File: config.mk
export PLATFORM = sky130hd
export DESIGN_NAME = button_events
export DESIGN_NICKNAME = d
export VERILOG_FILES = /design/src/rtl/button_pkg.sv /design/src/rtl/btn_edge.sv /design/src/rtl/button_events.sv
export SDC_FILE = /design/constraint.sdc
export NUM_CORES = 1
export LEC_CHECK = 0
export ABC_AREA = 1
export CAP_MARGIN = 0
export CORE_ASPECT_RATIO = 1.5
export CORE_MARGIN = 4
export CORE_UTILIZATION = 60
export CTS_BUF_LIST = sky130_fd_sc_hd__clkbuf_2 sky130_fd_sc_hd__clkbuf_4 sky130_fd_sc_hd__clkbuf_8
export DETAILED_ROUTE_END_ITERATION = 8
export PLACE_DENSITY = 0.79
export RECOVER_POWER = 25
export SYNTH_ARGS = -nofsm -noshare
export SYNTH_HDL_FRONTEND = slang
export SYNTH_SLANG_ARGS = --single-unit
File: constraint.sdc
create_clock -name aclk -period 1.74 [get_ports aclk]
set_input_delay 0.348 -clock aclk [delete_from_list [all_inputs] [get_ports aclk]]
set_output_delay 0.348 -clock aclk [all_outputs]
set_load 0.02 [all_outputs]
File: src/rtl/button_pkg.sv
// Shared state encoding, default 16 MHz timing constants and a sizing helper
// for the button event decoder.
package button_pkg;

  typedef enum logic [2:0] {
    ST_ARM       = 3'd0,
    ST_IDLE      = 3'd1,
    ST_PRESSED   = 3'd2,
    ST_LONG_HELD = 3'd3,
    ST_WAIT2     = 3'd4,
    ST_PRESSED2  = 3'd5
  } state_e;

  localparam int unsigned LONG_500MS   = 8_000_000;
  localparam int unsigned REPEAT_100MS = 1_600_000;
  localparam int unsigned DBL_250MS    = 4_000_000;

  function automatic int unsigned max3(input int unsigned a,
                                       input int unsigned b,
                                       input int unsigned c);
    int unsigned m;
    m = (a > b) ? a : b;
    return (m > c) ? m : c;
  endfunction

endpackage

File: src/rtl/btn_edge.sv
// Polarity mapping, one-cycle level register and press/release edge strobes.
module btn_edge #(
  parameter bit ACTIVE_LOW = 1'b0
) (
  input  logic aclk,
  input  logic aresetn,
  input  logic i_btn,
  output logic o_lvl_c,
  output logic o_level,
  output logic o_pe_c,
  output logic o_ne_c
);

  logic r_prev;

  assign o_lvl_c = i_btn ^ ACTIVE_LOW;

  always_ff @(posedge aclk or negedge aresetn) begin
    if (!aresetn) r_prev <= 1'b0;
    else          r_prev <= o_lvl_c;
  end

  assign o_level = r_prev;
  assign o_pe_c  = o_lvl_c & ~r_prev;
  assign o_ne_c  = ~o_lvl_c & r_prev;

endmodule

File: src/rtl/button_events.sv
// Turns a debounced button level into single-cycle press/release/click,
// double-click, long-press and auto-repeat pulses using cycle counting.
module button_events
  import button_pkg::*;
#(
  parameter int unsigned LONG_CYCLES   = LONG_500MS,
  parameter int unsigned REPEAT_CYCLES = REPEAT_100MS,
  parameter int unsigned DBL_CYCLES    = DBL_250MS,
  parameter bit          ACTIVE_LOW    = 1'b0
) (
  input  logic aclk,
  input  logic aresetn,
  input  logic btn_in,
  output logic pressed,
  output logic press,
  output logic release_evt,
  output logic click,
  output logic double_click,
  output logic long_press,
  output logic repeat_evt
);

  localparam int unsigned CNT_MAX = max3(LONG_CYCLES, REPEAT_CYCLES, DBL_CYCLES);
  localparam int unsigned CW      = $clog2(CNT_MAX + 1);
  localparam int unsigned DBL_M1  = (DBL_CYCLES == 0) ? 0 : DBL_CYCLES - 1;

  localparam logic [CW-1:0] LONG_LAST = CW'(LONG_CYCLES - 1);
  localparam logic [CW-1:0] REP_LAST  = CW'(REPEAT_CYCLES - 1);
  localparam logic [CW-1:0] DBL_LAST  = CW'(DBL_M1);

  logic w_lvl;
  logic w_pe;
  logic w_ne;

  state_e          r_state;
  logic [CW-1:0]   r_cnt;

  btn_edge #(.ACTIVE_LOW(ACTIVE_LOW)) u_edge (
    .aclk    (aclk),
    .aresetn (aresetn),
    .i_btn   (btn_in),
    .o_lvl_c (w_lvl),
    .o_level (pressed),
    .o_pe_c  (w_pe),
    .o_ne_c  (w_ne)
  );

  // Event FSM: pulses default low, counter restarts on every state entry.
  always_ff @(posedge aclk or negedge aresetn) begin
    if (!aresetn) begin
      r_state      <= ST_ARM;
      r_cnt        <= '0;
      press        <= 1'b0;
      release_evt  <= 1'b0;
      click        <= 1'b0;
      double_click <= 1'b0;
      long_press   <= 1'b0;
      repeat_evt   <= 1'b0;
    end else begin
      press        <= 1'b0;
      release_evt  <= 1'b0;
      click        <= 1'b0;
      double_click <= 1'b0;
      long_press   <= 1'b0;
      repeat_evt   <= 1'b0;
      r_cnt        <= r_cnt + CW'(1);
      unique case (r_state)
        ST_ARM: begin
          r_cnt <= '0;
          if (!w_lvl) r_state <= ST_IDLE;
        end
        ST_IDLE: begin
          r_cnt <= '0;
          if (w_pe) begin
            press   <= 1'b1;
            r_state <= ST_PRESSED;
          end
        end
        ST_PRESSED: begin
          if (w_ne) begin
            release_evt <= 1'b1;
            r_cnt       <= '0;
            if (DBL_CYCLES == 0) begin
              click   <= 1'b1;
              r_state <= ST_IDLE;
            end else begin
              r_state <= ST_WAIT2;
            end
          end else if (r_cnt == LONG_LAST) begin
            long_press <= 1'b1;
            r_cnt      <= '0;
            r_state    <= ST_LONG_HELD;
          end
        end
        ST_LONG_HELD: begin
          if (w_ne) begin
            release_evt <= 1'b1;
            r_cnt       <= '0;
            r_state     <= ST_IDLE;
          end else if (r_cnt == REP_LAST) begin
            repeat_evt <= 1'b1;
            r_cnt      <= '0;
          end
        end
        // A second press beats a coincident window timeout.
        ST_WAIT2: begin
          if (w_pe) begin
            press   <= 1'b1;
            r_cnt   <= '0;
            r_state <= ST_PRESSED2;
          end else if (r_cnt == DBL_LAST) begin
            click   <= 1'b1;
            r_cnt   <= '0;
            r_state <= ST_IDLE;
          end
        end
        ST_PRESSED2: begin
          if (w_ne) begin
            release_evt  <= 1'b1;
            double_click <= 1'b1;
            r_cnt        <= '0;
            r_state      <= ST_IDLE;
          end else if (r_cnt == LONG_LAST) begin
            click      <= 1'b1;
            long_press <= 1'b1;
            r_cnt      <= '0;
            r_state    <= ST_LONG_HELD;
          end
        end
        default: begin
          r_cnt   <= '0;
          r_state <= ST_ARM;
        end
      endcase
    end
  end

endmodule
# Yosys cells after proc, flatten, opt, wreduce, memory -nomap -nowiden

Cells that the tools add are included.
W data, S select, Z words.

Add/subtract/negate cells: 1
Equal/unequal tests: 12
Multiplexer cells: 30
Bitwise gates (word level): 4
Reductions and logical operators: 5

Operators with widths:

| cell                    | number |
|---|---|
| $mux W23                | 6 |
| $pmux W23 S3            | 1 |
| $mux W3                 | 8 |
| $add A23 B1 Y23 const B | 1 |
| $eq A23 B21 Y1 const B  | 1 |
| $eq A23 B22 Y1 const B  | 1 |
| $eq A23 B23 Y1 const B  | 1 |
| $pmux W3 S6             | 1 |
| $mux W1                 | 13 |
| $eq A3 B2 Y1 const B    | 2 |
| $eq A3 B3 Y1 const B    | 2 |
| $ne A2 B1 Y1 const B    | 2 |
| $reduce_and A4 Y1       | 1 |
| $reduce_or A2 Y1        | 2 |
| $eq A3 B1 Y1 const B    | 1 |
| $logic_not A3 Y1        | 1 |
| $ne A3 B2 Y1 const B    | 1 |
| $reduce_or A3 Y1        | 1 |
| $and A1 B1 Y1           | 2 |
| $ne A2 B2 Y1 const B    | 1 |
| $not A1 Y1              | 2 |
| $pmux W1 S2             | 1 |

Register bits after elaboration: 33
Input port bits: 3
Word-level logic and storage cells: 61

# Logic depth before layout (Yosys ltp)

Gate-level depths: netlist (run 1).

Depth after elaboration: 4
Mapped depth: 11

# Modules after synthesis

A second synthesis (run 1) with hierarchy kept.

Cell total of the unflattened synthesis: 286
Area, all modules: 2016.9 µm²

By module, submodules not included:

| module        | instances | cells an instance | area each (µm²) | sequential area each (µm²) |
|---|---|---|---|---|
| button_events | 1         | 280               | 1969.4          | 800.8 |
| btn_edge      | 1         | 6                 | 47.5            | 25.0 |

# Worst setup path after synthesis (run 1)

Ideal clock, no wire load.

Path type: reg2reg
Start: register r_cnt[0]
End: register r_cnt[4]
Library setup time: 117 ps
Arrival: 1449 ps
Slack: 174 ps
Stages on the path, launching flop included: 9
Buffers on the path: 1
Period minus slack after synthesis: 1566 ps
Path through: dfrtp_1 > ha_1 > nand3_4 > nor2_8 > nand3_2 > nand2_2 > nand3_4 > buf_6 > and2_4

Longest elaborated chain between the ends: 4
Elaborated cells on any way between the ends: 11

Ends and longest elaborated chain:

| item                                    | RTL line                                                        | source |
|---|---|---|
| start, declared                         | button_events.sv:36                                             | `logic [CW-1:0] r_cnt;` |
| start signal, assigned                  | button_events.sv:66                                             | `r_cnt <= r_cnt + CW'(1);` |
| $add A23 B1 Y23 (tied with other cells) | button_events.sv:66                                             |  |
| $mux W23, on equally long branches      | n/a                                                             |  |
| $mux W23, on equally long branches      | button_events.sv:118, button_events.sv:96, button_events.sv:107 |  |
| $pmux W23 S3 *                          | button_events.sv:67                                             | `unique case (r_state)` |

Mark *: on every way between the ends. The rest lies on a longest branch, timed or not.
A chain may end at the register's enable or synchronous reset.

# Final worst setup path (run 1)

Start: register r_cnt[15]
End: register r_cnt[2]

Longest elaborated chain between the ends: 4
Elaborated cells on any way between the ends: 10

Ends and longest elaborated chain:

| item                                   | RTL line |
|---|---|
| $eq A23 B23 Y1 (tied with other cells) | button_events.sv:89, button_events.sv:123 |
| $mux W23, on equally long branches     | n/a |
| $mux W23, on equally long branches     | button_events.sv:118, button_events.sv:96, button_events.sv:107 |
| $pmux W23 S3 *                         | button_events.sv:67 |

Marks and branches as above.

==> run_results.csv, run 1 <==
group,metric,value,unit
grt,grt_max_degree,34,
placed_design,hpwlAfterDp,3540,µm
route,drt_iter0_markers,50,
setup_path,reg2reg_depth,7,
sta,max_freq,0.597,GHz
cts,cts_buffers,5,
yosys,ys_ff_latch,33,
floorplan,die_x,56.0,µm
sta,finalCritPeriodShare,0.963,
worst_hold_path,worstHoldStart,"r_cnt[0]",
route,drt-total-wl,4650,µm
floorplan,rows,25,
sta,min_period,1680,ps
flow_run,max_cap_viol_count,0,
finish,nFillCells,274,
cts,numClockSinks,33,
power_and_ir_drop,p_leak,1.30,nW
yosys,synth-edff-count,0,
sta,relSlewSlack,0.466,
setup_path,path_max_fanout,12,
route,num_vias,1884,
yosys,syn_area_per_cell,7.01,µm²
route,drc,0,
yosys,synthCells,296,
cts,cts_root_buffer,"clkbuf_8",
setup_path,r2r_start,"r_cnt[15]",
floorplan,dieArea,4480,µm²
setup_path,r2r_slack,60,ps
floorplan,core_area,3250,µm²
cts,htree_levels,2,
sta,setup_violations,0,
route,viasPerCell,5.12,
yosys,ys_seq_area_frac,0.398,
setup_path,critPathArrivalTime,1850,ps
sta,tightest_slew,801,ps
sta,finalSetupTns,0,ps
finish,n_antenna_cell,0,
yosys,ys_warn_count,0,
grt,grt_pass1_vias,1907,
yosys,async_reset_ff_frac,1.00,
cts,cts_setup_buffers,0,
setup_path,worstPathRequired,1910,ps
run_status,outcome,"finished, final reports clean",
setup_path,start_kind,"flop",
sta,finalHoldViolations,0,
route,wl_per_cell,12.6,µm
setup_path,endpoint_kind,"flop",
finish,multi_input_area,1020,µm²
grt,track_usage,0.229,
power_and_ir_drop,ir_drop,852,µV
finish,syn_to_final_growth,17.2,%
yosys,syn-num-nets,300,
cts,worstSkewPairLatency,290,ps
setup_path,crit_type,"flop to flop",
sta,finalMaxSlewViolations,0,
worst_hold_path,hold_class,"flop to flop",
route,ant_nets,0,
finish,drive_gt1_frac,0.189,
placed_design,port_buffers,9,
placed_design,gp_congestion,0.906,
sta,skew,6.20,ps
yosys,synth_cell_type_count,25,
grt,grt_first_pass_wirelength,7940,µm
power_and_ir_drop,p_total,2.20,mW
worst_hold_path,worst_hold_path.endpoint,"r_cnt[0]",
worst_hold_path,holdPathStages,2,
setup_path,timing.rr.end,"r_cnt[2]",
route,first_pass_iters,4,
power_and_ir_drop,power_density,907,nW/µm²
floorplan,start_util,0.638,
grt,antenna_found_initial,0,
cts,clkTransAtPathRegs,70,ps
cts,cts_tree,"built",
floorplan,die_h,80.0,µm
yosys,ys.flop_type,"dfrtp_1",
grt,grt_overflow,0,
floorplan,io_pins,10,
finish,fin_nets,331,
cts,clk_path_buf_depth,2,
yosys,syn_area,2070,µm²
finish,regArea,826,µm²
## where the power goes
part | switching (mW) | internal (mW)
Clock | 0.265 | 0.357
Sequential | 0.0530 | 0.830
Combinational | 0.437 | 0.263
## synthesized netlist by cell type, drive strengths merged (2+ instances only)
cell    count  area share
xnor2       2      0.0084
clkinv      2      0.0036
buf         2       0.011
o21ai       4      0.0097
nand3      27       0.088
nand2      88        0.16
nor2       50        0.10
inv        57        0.10
dfrtp      33        0.40
nor3        3      0.0072
a21oi       4      0.0097
nand4       2      0.0060
nor2b       2      0.0060
and2        6       0.024
xor2       11       0.046
## flip-flops by register name, indices dropped and copies added (netlist names)
name	cells
r_cnt	23
r_state	3
click	1
double_click	1
long_press	1
press	1
release_evt	1
repeat_evt	1
u_edge.o_level	1
## final cells by class
type	count	share of cell area
clock buffer	7	0.0396
clock inverter	1	0.00206
inverter	59	0.0911
multi-input combinational	203	0.422
sequential	33	0.340
tap	40	0.0206
timing repair buffer	25	0.0854
## cells in the final DEF, fill, tap and decap left out
cell type / n
nand2_2: 4
clkdlybuf4s50_1: 7
and2_1: 1
o21ai_0: 4
ha_2: 1
nand3_1: 22
dlygate4sd3_1: 2
and2_4: 5
nand3_4: 4
inv_2: 20
buf_4: 15
nor2b_1: 2
o21a_1: 1
inv_1: 37
nor2_4: 1
clkinv_1: 2
a21oi_1: 4
nor3_1: 3
o22ai_1: 1
nor2_8: 1
nand4_1: 2
clkbuf_2: 1
dfrtp_1: 33
xor2_1: 11
clkinv_2: 1
nand3_2: 2
xnor2_1: 2
clkbuf_8: 7
nand2_1: 84
nor2_1: 48
## per-stage QoR
| step | hold slack, ps | setup WS, ps | utilization | std cells | instance area (µm²) |
|---|---|---|---|---|---|
| after global placement | 517 | -76.0 | 0.711 | 359 | 2310 |
| after CTS | 474 | 7.20 | 0.742 | 367 | 2410 |
| after floorplan | 52.4 | 174 | - | 296 | 2070 |
| final | 541 | 64.5 | 0.747 | 368 | 2430 |
| after detailed placement | 530 | -162 | 0.711 | 359 | 2310 |
| after global routing | 563 | -8.32 | 0.747 | 368 | 2430 |
## cell families (layout without fill, tap and decap cells)
family,after synthesis,in the layout,share of synthesized area
compound gates,10,10,0.0259
xor+xnor,13,13,0.0549
fa+ha+maj,1,1,0.00603
buf+inv,61,92,0.118
flops,33,33,0.398
simple gates,178,179,0.397
## metal layers
| metal | global-route usage | share of wire | up-vias |
|---|---|---|---|
| met5 | 0 | 0 | - |
| met4 | 0.121 | 0.035 | 0 |
| met3 | 0.0566 | 0.033 | 20 |
| met2 | 0.447 | 0.56 | 46 |
| met1 | 0.213 | 0.37 | 872 |
| li1 | - | - | 946 |
## worst max-delay path, cell delays in order, from the launching register on
cell     delay [ps]
dfrtp_1         440
nor2_1          240
nand2_1          90
nor2_1          170
nand3_2         120
nand2_2         150
nand3_4         170
and2_1          190
## worst max path at each step
stage,from,end,slack (ps),cells after the start
finish,r_cnt[15],r_cnt[2],60,7
global route,r_cnt[15],r_cnt[2],-8,7
CTS,r_cnt[1],r_cnt[2],7,7
detailed placement,btn_in,r_cnt[2],-160,7
global placement,btn_in,r_cnt[2],-80,7
floorplan,r_cnt[0],r_cnt[4],170,8
## repair_timing
item,CTS,global route
gates resized for setup,0,2
setup endpoints to repair,0,23
hold buffers,0,0
Power figures use the tool's default switching activity.
==> run 2, diff against run 1 <==
--- a/config.mk
+++ b/config.mk
@@ -12,7 +12,8 @@
 export CORE_UTILIZATION = 60
 export CTS_BUF_LIST = sky130_fd_sc_hd__clkbuf_2 sky130_fd_sc_hd__clkbuf_4 sky130_fd_sc_hd__clkbuf_8
 export DETAILED_ROUTE_END_ITERATION = 8
-export PLACE_DENSITY = 0.79
+export DONT_BUFFER_PORTS = 1
+export PLACE_DENSITY = 0.76
 export RECOVER_POWER = 25
 export SYNTH_ARGS = -nofsm -noshare
 export SYNTH_HDL_FRONTEND = slang
==> run 2 against run 1 <==
Compared with the run above:
- sequential share of layout area rose by 2.0 points
- setup slack improved by 43 ps
- critical endpoint is now r_cnt[6]
- via count fell by 5.5%
- cell count down 4.3%
- wire length down 5.5%
- largest cell class unchanged
- core utilization decreased by 4.2 points
- register-to-register slack improved by 40 ps
- non-clock buffer count is 15 lower
- fmax rose by 2.7%
- power decreased by 4.5%
==> run_results.csv, run 2 (synthesized netlist as in run 1, its figures left out) <==
group,metric,value,unit
finish,nFillCells,299,
route,num_vias,1780,
setup_path,r2r_slack,110,ps
sta,post-route-worst-setup-slack,108,ps
setup_path,critPathArrivalTime,1810,ps
sta,min_period,1630,ps
setup_path,crit_type,"flop to flop",
route,drt_iter0_markers,52,
sta,finalHoldViolations,0,
sta,skew,6.81,ps
setup_path,crit_chain,"ha_2 > nand3_4 > nor2_8 > nand3_1 > nand2_2 > nand3_4 > and2_4",
setup_path,worst_path_max_delay_cell,"dfrtp_1",
finish,top_regs,"r_cnt: 23 flops, r_state: 3 flops",
sta,max_freq,0.613,GHz
floorplan,core_area,3250,µm²
power_and_ir_drop,p_switching,0.752,mW
power_and_ir_drop,power_density,918,nW/µm²
finish,drive_gt1_frac,0.176,
setup_path,start_kind,"flop",
grt,antenna_found_initial,0,
floorplan,die_x,56.0,µm
power_and_ir_drop,p_total,2.11,mW
power_and_ir_drop,combPwrFrac,0.298,
placed_design,hpwlAfterDp,3390,µm
grt,grt_first_pass_wirelength,7940,µm
sta,tightest_slew,785,ps
sta,rsz0062_at_grt,"false",
route,ant_nets,0,
route,drt-total-wl,4400,µm
power_and_ir_drop,ir_drop,983,µV
sta,finalMaxSlewViolations,0,
route,drc,0,
finish,final_common_cell,"nand2_1",
sta,setup_violations,0,
sta,relSlewSlack,0.477,
floorplan,start_util,0.638,
setup_path,timing.rr.end,"r_cnt[6]",
route,wl_per_cell,12.5,µm
cts,clk_path_buf_depth,2,
setup_path,cpPeakStageDelay,360,ps
cts,htree_levels,2,
setup_path,cp_common_cell,"nand3_4",
finish,largest_reg_flops,23,
placed_design,gp_congestion,0.865,
finish,postLayoutCoreUtil,0.705,
cts,clkTransAtPathRegs,70,ps
route,first_pass_iters,4,
run_status,outcome,"finished, final reports clean",
power_and_ir_drop,clockPowerShare,0.274,
power_and_ir_drop,p_leak,1.23,nW
grt,track_usage,0.229,
power_and_ir_drop,internal_power,1.35,mW
sta,finalSetupTns,0,ps
finish,syn_to_final_growth,10.6,%
power_and_ir_drop,sw_frac_of_total,0.357,
grt,grt_overflow,0,
cts,cts_buffers,5,
cts,numClockSinks,33,
setup_path,endpoint_kind,"flop",
placed_design,port_buffers,0,
cts,cts_setup_buffers,0,
sta,fin_hold_ws,89.9,ps
finish,most-common-layout-cells,"nand2_1, nor2_1, inv_1, dfrtp_1, nand3_1",
finish,multi_input_area,1030,µm²
finish,n_antenna_cell,0,
setup_path,path_max_fanout,12,
grt,grt_pass1_vias,1820,
cts,cts_root_buffer,"clkbuf_8",
floorplan,die_h,80.0,µm
floorplan,dieArea,4480,µm²
finish,top_register,"r_cnt",
setup_path,r2r_start,"r_cnt[0]",
cts,cts_tree,"built",
floorplan,io_pins,10,
setup_path,reg2reg_depth,7,
placed_design,place_ws,51.7,ps
worst_hold_path,hold_class,"input port to flop",
cts,worstSkewPairLatency,280,ps
setup_path,critPathLaunch,"r_cnt[0]",
grt,grt_max_degree,34,
route,viasPerCell,5.06,
power_and_ir_drop,sequentialPowerShare,0.428,
flow_run,max_cap_viol_count,0,
setup_path,worstPathRequired,1910,ps
finish,fin_nets,316,
finish,regArea,826,µm²
sta,finalCritPeriodShare,0.938,
floorplan,rows,25,
setup_path,cp-endpoint,"r_cnt[6]",
[run 2: area by class of cell]
| cell class | instances | area share |
|---|---|---|
| Tap cell | 40 | 0.0218 |
| Clock inverter | 1 | 0.00327 |
| Clock buffer | 6 | 0.0360 |
| Multi-Input combinational cell | 203 | 0.450 |
| Inverter | 59 | 0.0965 |
| Timing Repair Buffer | 10 | 0.0327 |
| Sequential cell | 33 | 0.360 |
[run 2: worst min-delay path by stage]
| stage | start | to | slack [ps] | cells past startpoint |
|---|---|---|---|---|
| after floorplan | aresetn | click | 50 | 0 |
| after global placement | aresetn | r_cnt[2] | 50 | 0 |
| after detailed placement | aresetn | r_cnt[18] | 50 | 0 |
| after CTS | btn_in | u_edge.o_level | 80 | 0 |
| after global routing | btn_in | u_edge.o_level | 70 | 0 |
| final | btn_in | u_edge.o_level | 90 | 0 |
[run 2: repair_timing]
| action | 4_1_cts | 5_1_grt |
|---|---|---|
| hold endpoints to repair | 33 | 0 |
| endpoints found under the setup margin | 0 | 23 |
| gates resized for setup | 0 | 4 |
| hold buffers | 2 | 0 |
[run 2: worst max-delay path, delay by kind of cell (launching register included)]
family        cells  cell delay [ps]
simple gates      6              950
flops             1              360
fa+ha+maj         1              220
[run 2: power groups by stage]
stage,clock network (mW),registers [mW],logic [mW]
global route,0.637,0.909,0.732
CTS,0.596,0.901,0.578
global placement,0,0.913,0.549
finish,0.577,0.901,0.628
floorplan,0,0.901,0.490
detailed placement,0,0.914,0.551
[run 2: through the flow]
stage / cells / cell area [µm²]
2_1_floorplan: 296 / 2070
3_3_place_gp: 342 / 2160
3_5_place_dp: 342 / 2160
4_1_cts: 351 / 2280
5_1_grt: 352 / 2290
6_report: 352 / 2290
[run 2: routing by layer]
metal / vias up / global-route usage / wire (µm)
met1: 809 / 0.239 / 1670
met5: - / 0 / 0
li1: 911 / - / -
met3: 16 / 0.0469 / 160
met2: 44 / 0.407 / 2390
met4: 0 / 0.152 / 176
==> run 3, diff against run 2 <==
--- a/config.mk
+++ b/config.mk
@@ -11,6 +11,7 @@
 export CORE_MARGIN = 4
 export CORE_UTILIZATION = 60
 export CTS_BUF_LIST = sky130_fd_sc_hd__clkbuf_2 sky130_fd_sc_hd__clkbuf_4 sky130_fd_sc_hd__clkbuf_8
+export CTS_CLUSTER_SIZE = 20
 export DETAILED_ROUTE_END_ITERATION = 8
 export DONT_BUFFER_PORTS = 1
 export PLACE_DENSITY = 0.76
==> results of run 3 <==
Same layout as run 2: the final DEF is identical, and so are final timing and power.
